### config.mk
export PLATFORM = sky130hd
export DESIGN_NAME = imm_gen_pipe
export DESIGN_NICKNAME = d
export VERILOG_FILES = /design/src/rtl/imm_gen_pipe.sv
export SDC_FILE = /design/constraint.sdc
export NUM_CORES = 1
export LEC_CHECK = 0
export CORE_ASPECT_RATIO = 0.6
export CORE_UTILIZATION = 55
export CTS_CLUSTER_SIZE = 28
export DETAILED_ROUTE_END_ITERATION = 8
export PLACE_DENSITY = 0.87
export SYNTH_ARGS = -nofsm -noshare
export SYNTH_HDL_FRONTEND = slang
export SYNTH_SLANG_ARGS = --single-unit
### constraint.sdc
create_clock -name clk -period 7.2 [get_ports clk]
set_input_delay 1.08 -clock clk [delete_from_list [all_inputs] [get_ports clk]]
set_output_delay 1.08 -clock clk [all_outputs]
set_load 0.05 [all_outputs]
### src/rtl/imm_gen_pipe.sv
// imm_gen_pipe: pipelined RV immediate generator with a DEPTH-entry output FIFO.
// Each accepted instruction is decoded on entry. Its immediate, format code and
// sideband tag are stored, and the FIFO head drives the outputs directly.
// Optional feature: define IMMGEN_ILLEGAL_EN to add the out_illegal port and a
// per-entry illegal flag.
module imm_gen_pipe #(
    parameter int XLEN  = 32,
    parameter int DEPTH = 2,
    parameter int TAG_W = 4
) (
    input  logic             clk,
    input  logic             rst,
    input  logic             in_valid,
    output logic             in_ready,
    input  logic [31:0]      in_instr,
    input  logic [TAG_W-1:0] in_tag,
    output logic             out_valid,
    input  logic             out_ready,
    output logic [XLEN-1:0]  out_imm,
    output logic [2:0]       out_fmt,
    output logic [TAG_W-1:0] out_tag
`ifdef IMMGEN_ILLEGAL_EN
    ,
    output logic             out_illegal
`endif
);

    localparam int PTR_W = (DEPTH > 1) ? $clog2(DEPTH) : 1;
    localparam int CNT_W = $clog2(DEPTH + 1);

    localparam logic [2:0] FMT_NONE  = 3'd0;
    localparam logic [2:0] FMT_I     = 3'd1;
    localparam logic [2:0] FMT_S     = 3'd2;
    localparam logic [2:0] FMT_B     = 3'd3;
    localparam logic [2:0] FMT_U     = 3'd4;
    localparam logic [2:0] FMT_J     = 3'd5;
    localparam logic [2:0] FMT_SHAMT = 3'd6;

    // Sign-extend a 32-bit immediate from bit 31 to XLEN.
    function automatic logic [XLEN-1:0] sext32(input logic [31:0] v);
        return XLEN'($signed(v));
    endfunction

    logic [XLEN-1:0]  imm_mem_r [DEPTH];
    logic [2:0]       fmt_mem_r [DEPTH];
    logic [TAG_W-1:0] tag_mem_r [DEPTH];
    logic [PTR_W-1:0] wr_ptr_r;
    logic [PTR_W-1:0] rd_ptr_r;
    logic [CNT_W-1:0] count_r;

    logic [XLEN-1:0]  imm_dec_s;
    logic [2:0]       fmt_dec_s;
    logic [XLEN-1:0]  imm_s;
    logic [2:0]       fmt_s;
    logic             push_s;
    logic             pop_s;

    // Decode the incoming instruction into format code and extended immediate.
    always_comb begin
        fmt_dec_s = FMT_NONE;
        imm_dec_s = '0;
        case (in_instr[6:0])
            7'b0010011: begin
                if ((in_instr[14:12] == 3'b001) || (in_instr[14:12] == 3'b101)) begin
                    fmt_dec_s = FMT_SHAMT;
                    if (XLEN == 32) begin
                        imm_dec_s = XLEN'({27'd0, in_instr[24:20]});
                    end else begin
                        imm_dec_s = XLEN'({26'd0, in_instr[25:20]});
                    end
                end else begin
                    fmt_dec_s = FMT_I;
                    imm_dec_s = sext32({{20{in_instr[31]}}, in_instr[31:20]});
                end
            end
            7'b0000011, 7'b1100111: begin
                fmt_dec_s = FMT_I;
                imm_dec_s = sext32({{20{in_instr[31]}}, in_instr[31:20]});
            end
            7'b0100011: begin
                fmt_dec_s = FMT_S;
                imm_dec_s = sext32({{20{in_instr[31]}}, in_instr[31:25], in_instr[11:7]});
            end
            7'b1100011: begin
                fmt_dec_s = FMT_B;
                imm_dec_s = sext32({{19{in_instr[31]}}, in_instr[31], in_instr[7],
                                    in_instr[30:25], in_instr[11:8], 1'b0});
            end
            7'b0110111, 7'b0010111: begin
                fmt_dec_s = FMT_U;
                imm_dec_s = sext32({in_instr[31:12], 12'd0});
            end
            7'b1101111: begin
                fmt_dec_s = FMT_J;
                imm_dec_s = sext32({{11{in_instr[31]}}, in_instr[31], in_instr[19:12],
                                    in_instr[20], in_instr[30:21], 1'b0});
            end
            default: begin
                fmt_dec_s = FMT_NONE;
                imm_dec_s = '0;
            end
        endcase
    end

`ifdef IMMGEN_ILLEGAL_EN
    logic ill_s;
    logic ill_mem_r [DEPTH];

    // Illegal: not a 32-bit encoding, or an opcode that is neither decoded here nor a
    // known immediate-free opcode (OP, SYSTEM, MISC-MEM).
    always_comb begin
        ill_s = 1'b0;
        if (in_instr[1:0] != 2'b11) begin
            ill_s = 1'b1;
        end else if ((fmt_dec_s == FMT_NONE) && (in_instr[6:0] != 7'b0110011) &&
                     (in_instr[6:0] != 7'b1110011) && (in_instr[6:0] != 7'b0001111)) begin
            ill_s = 1'b1;
        end else begin
            ill_s = 1'b0;
        end
    end

    assign fmt_s = ill_s ? FMT_NONE : fmt_dec_s;
    assign imm_s = ill_s ? '0 : imm_dec_s;
    assign out_illegal = ill_mem_r[rd_ptr_r];
`else
    assign fmt_s = fmt_dec_s;
    assign imm_s = imm_dec_s;
`endif

    assign in_ready  = (count_r != CNT_W'(DEPTH));
    assign out_valid = (count_r != '0);
    assign push_s    = in_valid && in_ready;
    assign pop_s     = out_valid && out_ready;

    assign out_imm = imm_mem_r[rd_ptr_r];
    assign out_fmt = fmt_mem_r[rd_ptr_r];
    assign out_tag = tag_mem_r[rd_ptr_r];

    // FIFO storage: write decoded entry on push; reset clears every slot so the head reads 0.
    always_ff @(posedge clk or posedge rst) begin
        if (rst) begin
            for (int i = 0; i < DEPTH; i++) begin
                imm_mem_r[i] <= '0;
                fmt_mem_r[i] <= FMT_NONE;
                tag_mem_r[i] <= '0;
`ifdef IMMGEN_ILLEGAL_EN
                ill_mem_r[i] <= 1'b0;
`endif
            end
        end else if (push_s) begin
            imm_mem_r[wr_ptr_r] <= imm_s;
            fmt_mem_r[wr_ptr_r] <= fmt_s;
            tag_mem_r[wr_ptr_r] <= in_tag;
`ifdef IMMGEN_ILLEGAL_EN
            ill_mem_r[wr_ptr_r] <= ill_s;
`endif
        end
    end

    // Read/write pointers wrap modulo DEPTH, so DEPTH need not be a power of two.
    always_ff @(posedge clk or posedge rst) begin
        if (rst) begin
            wr_ptr_r <= '0;
            rd_ptr_r <= '0;
        end else begin
            if (push_s) begin
                wr_ptr_r <= (wr_ptr_r == PTR_W'(DEPTH - 1)) ? '0 : wr_ptr_r + PTR_W'(1);
            end
            if (pop_s) begin
                rd_ptr_r <= (rd_ptr_r == PTR_W'(DEPTH - 1)) ? '0 : rd_ptr_r + PTR_W'(1);
            end
        end
    end

    // Occupancy count: a simultaneous push and pop leaves it unchanged.
    always_ff @(posedge clk or posedge rst) begin
        if (rst) begin
            count_r <= '0;
        end else begin
            case ({push_s, pop_s})
                2'b10:   count_r <= count_r + CNT_W'(1);
                2'b01:   count_r <= count_r - CNT_W'(1);
                default: count_r <= count_r;
            endcase
        end
    end

endmodule
==> flow_summary.json <==
{
  "outcome": "finished, violations left",
  "violations": "design-rule violations",
  "cts_tree": "done",
  "critPathKind": "flip-flop to output port",
  "hold_path_depth": 2,
  "gp_congestion": 0.886,
  "leakagePower_nw": 2.27,
  "io_pins": 81,
  "final_area_sq_mm": 0.00511,
  "drt_iter0_markers": 344,
  "avgSynthCellArea_sq_um": 11.1,
  "num_antenna_cells": 0,
  "post-cts-setup-buffer-count": 0,
  "synth-seq-cells": 82,
  "ctsResizeCount": 0,
  "synth_cell_types": 44,
  "cts.sinks": 82,
  "fin_setup_tns_ns": 0,
  "port_buffers": 80,
  "clockBufferDepth": 2,
  "hold_violations": 0,
  "yosysSeqAreaShare_pct": 51.2,
  "finalWorstSetupSlack_ns": 3.58,
  "grt-ovfl-total": 0,
  "fmax_ghz": 0.276,
  "first_pass_iters": 7,
  "cp_max_fo": 40,
  "synth-edff-count": 0,
  "grt_pass1_vias": 3071,
  "final_util_pct": 74.6,
  "r2r_setup_slack_ns": 4.68,
  "slew_headroom_pct": 31.5,
  "place_ws_ns": 3.76,
  "ys_async_sr_fraction_pct": 100,
  "cp-start-kind": "flip-flop",
  "hp-start": "tag_mem_r[5]",
  "period_minus_slack_ns": 3.62,
  "peakVddDrop_mv": 0.228,
  "worstRegToRegCells": 5,
  "clk_latency_ns": 0.34,
  "track_usage_pct": 27.5,
  "clkTransAtPathRegs_ns": 0.07,
  "cp_data_arrival_time_ns": 2.54,
  "finalCritPeriodShare_pct": 50.3,
  "cts-htree-levels": 3,
  "layout-drive-gt1-share_pct": 20.2,
  "vias_per_cell": 6.25,
  "grt_pass1_wl_um": 15800,
  "layout_commonest_cell": "dfrtp_1",
  "p_per_area_mw_per_mm2": 362,
  "r2r-end": "imm_mem_r[14]",
  "required_ns": 6.12,
  "syn_area_sq_mm": 0.00401,
  "cts-root-buf": "clkbuf_16",
  "dieArea_sq_mm": 0.00764,
  "synth_nets": 403,
  "wl_um": 9990,
  "rsz0062_at_grt": "no",
  "cts_buffers": 9,
  "end_kind": "output port",
  "instances_no_fill": 522,
  "dpl_cell_area_sq_mm": 0.00481,
  "dieHeight_um": 68.1,
  "syn_inst": 362,
  "drv_cap": 0,
  "num-nets-final": 471,
  "placed_cells": 506,
  "drc": 4,
  "antenna_found_initial": 0,
  "total_power_mw": 1.85,
  "cts_hold_buffers": 0,
  "layout_common_cells": "dfrtp_1 (81), nand2_1 (80), clkdlybuf4s50_1 (80)",
  "initial_core_util_pct": 58.5,
  "area_growth_pct": 27.6,
  "core_sq_mm": 0.00685,
  "worstPathCellList": "mux2_2 > clkdlybuf4s50_1",
  "max_stage_delay_ns": 1.03,
  "num_rows": 23,
  "hold_path.class": "flip-flop to flip-flop",
  "yosysWarnings": 0,
  "skew_ns": 0.00803,
  "num_vias": 3264,
  "tightestPinTransition_ns": 1.03,
  "hold-path-endpoint": "tag_mem_r[5]",
  "slew_violations": 0,
  "detail-route-antenna-nets": 0,
  "finalSetupViolCount": 0,
  "grt_max_degree": 83,
  "wire_per_inst_um": 19.1,
  "synth_flop_cell": "dfrtp_1",
  "dieWidth_um": 112,
  "whs_ns": 0.478,
  "r2r_start": "count_r[0]",
  "dp_hpwl_um": 6600,
  "slowest_stage": "dfrtp_2"
}
==> synth_stat cells (all sizes together) (5+ instances only) <==
cell,instances,area (sq um)
a31oi,11,68.8
buf,19,105
a221o,16,160
nand3,5,25.0
o221ai,11,96.3
clkbuf,7,26.3
nor2,18,80.1
a22o,13,114
dfrtp,82,2050
o21ai,16,80.1
o211ai,11,128
nand2,81,307
mux2,42,473
==> cell type report <==
type                       instances  area, sq um
multi-input combinational        253         1820
clock buffer                       9          225
sequential                        82         2050
fill                             478         1740
inverter                           1         5.00
tap                               87          109
timing repair buffer              83          823
clock inverter                     7         71.3
==> worst max path at each step <==
stage             start            end  cells past startpoint
6_report       rd_ptr_r    out_imm[30]                      2
5_1_grt        rd_ptr_r     out_imm[4]                      2
3_3_place_gp   in_valid  imm_mem_r[16]                      5
2_1_floorplan       rst     count_r[0]                      1
4_1_cts        rd_ptr_r     out_imm[4]                      2
3_5_place_dp   in_valid  imm_mem_r[14]                      5
==> cells by family after synthesis <==
group                    Yosys count  share of synthesized area [%]
AO/OA/AOI/OAI                     81                           17.1
XOR/XNOR                           4                          0.875
buffers and inverters             27                           3.37
adder cells (fa/ha/maj)            1                          0.312
flip-flops                        82                           51.2
multiplexers                      43                           12.1
AND/OR/NAND/NOR                  124                           15.1
==> critical path, delay by kind of cell, from the launching register on <==
family | cells | cell delay (ns)
buffers and inverters | 1 | 0.72
muxes | 1 | 0.43
DFF | 1 | 1.03
==> metal layers <==
metal / track usage, % / part of all wire (%) / up-vias
met5: 0 / 0 / -
met4: 5.83 / 0.66 / 0
met3: 6.20 / 7.2 / 9
met2: 42.6 / 44 / 155
met1: 40.1 / 48 / 1644
li1: - / - / 1456
==> report_power, final <==
group          switching (mW)  leakage, nW  internal (mW)
sequential              0.106         1.10          0.557
combinational           0.451         1.03          0.286
clock                   0.207        0.139          0.244
==> flip-flops by register name, summed over array words and instances, names as in the netlist <==
name       count
wr_ptr_r       1
imm_mem_r     64
rd_ptr_r       1
count_r        2
fmt_mem_r      6
tag_mem_r      8
No activity file was read; power rests on OpenSTA's default activity.
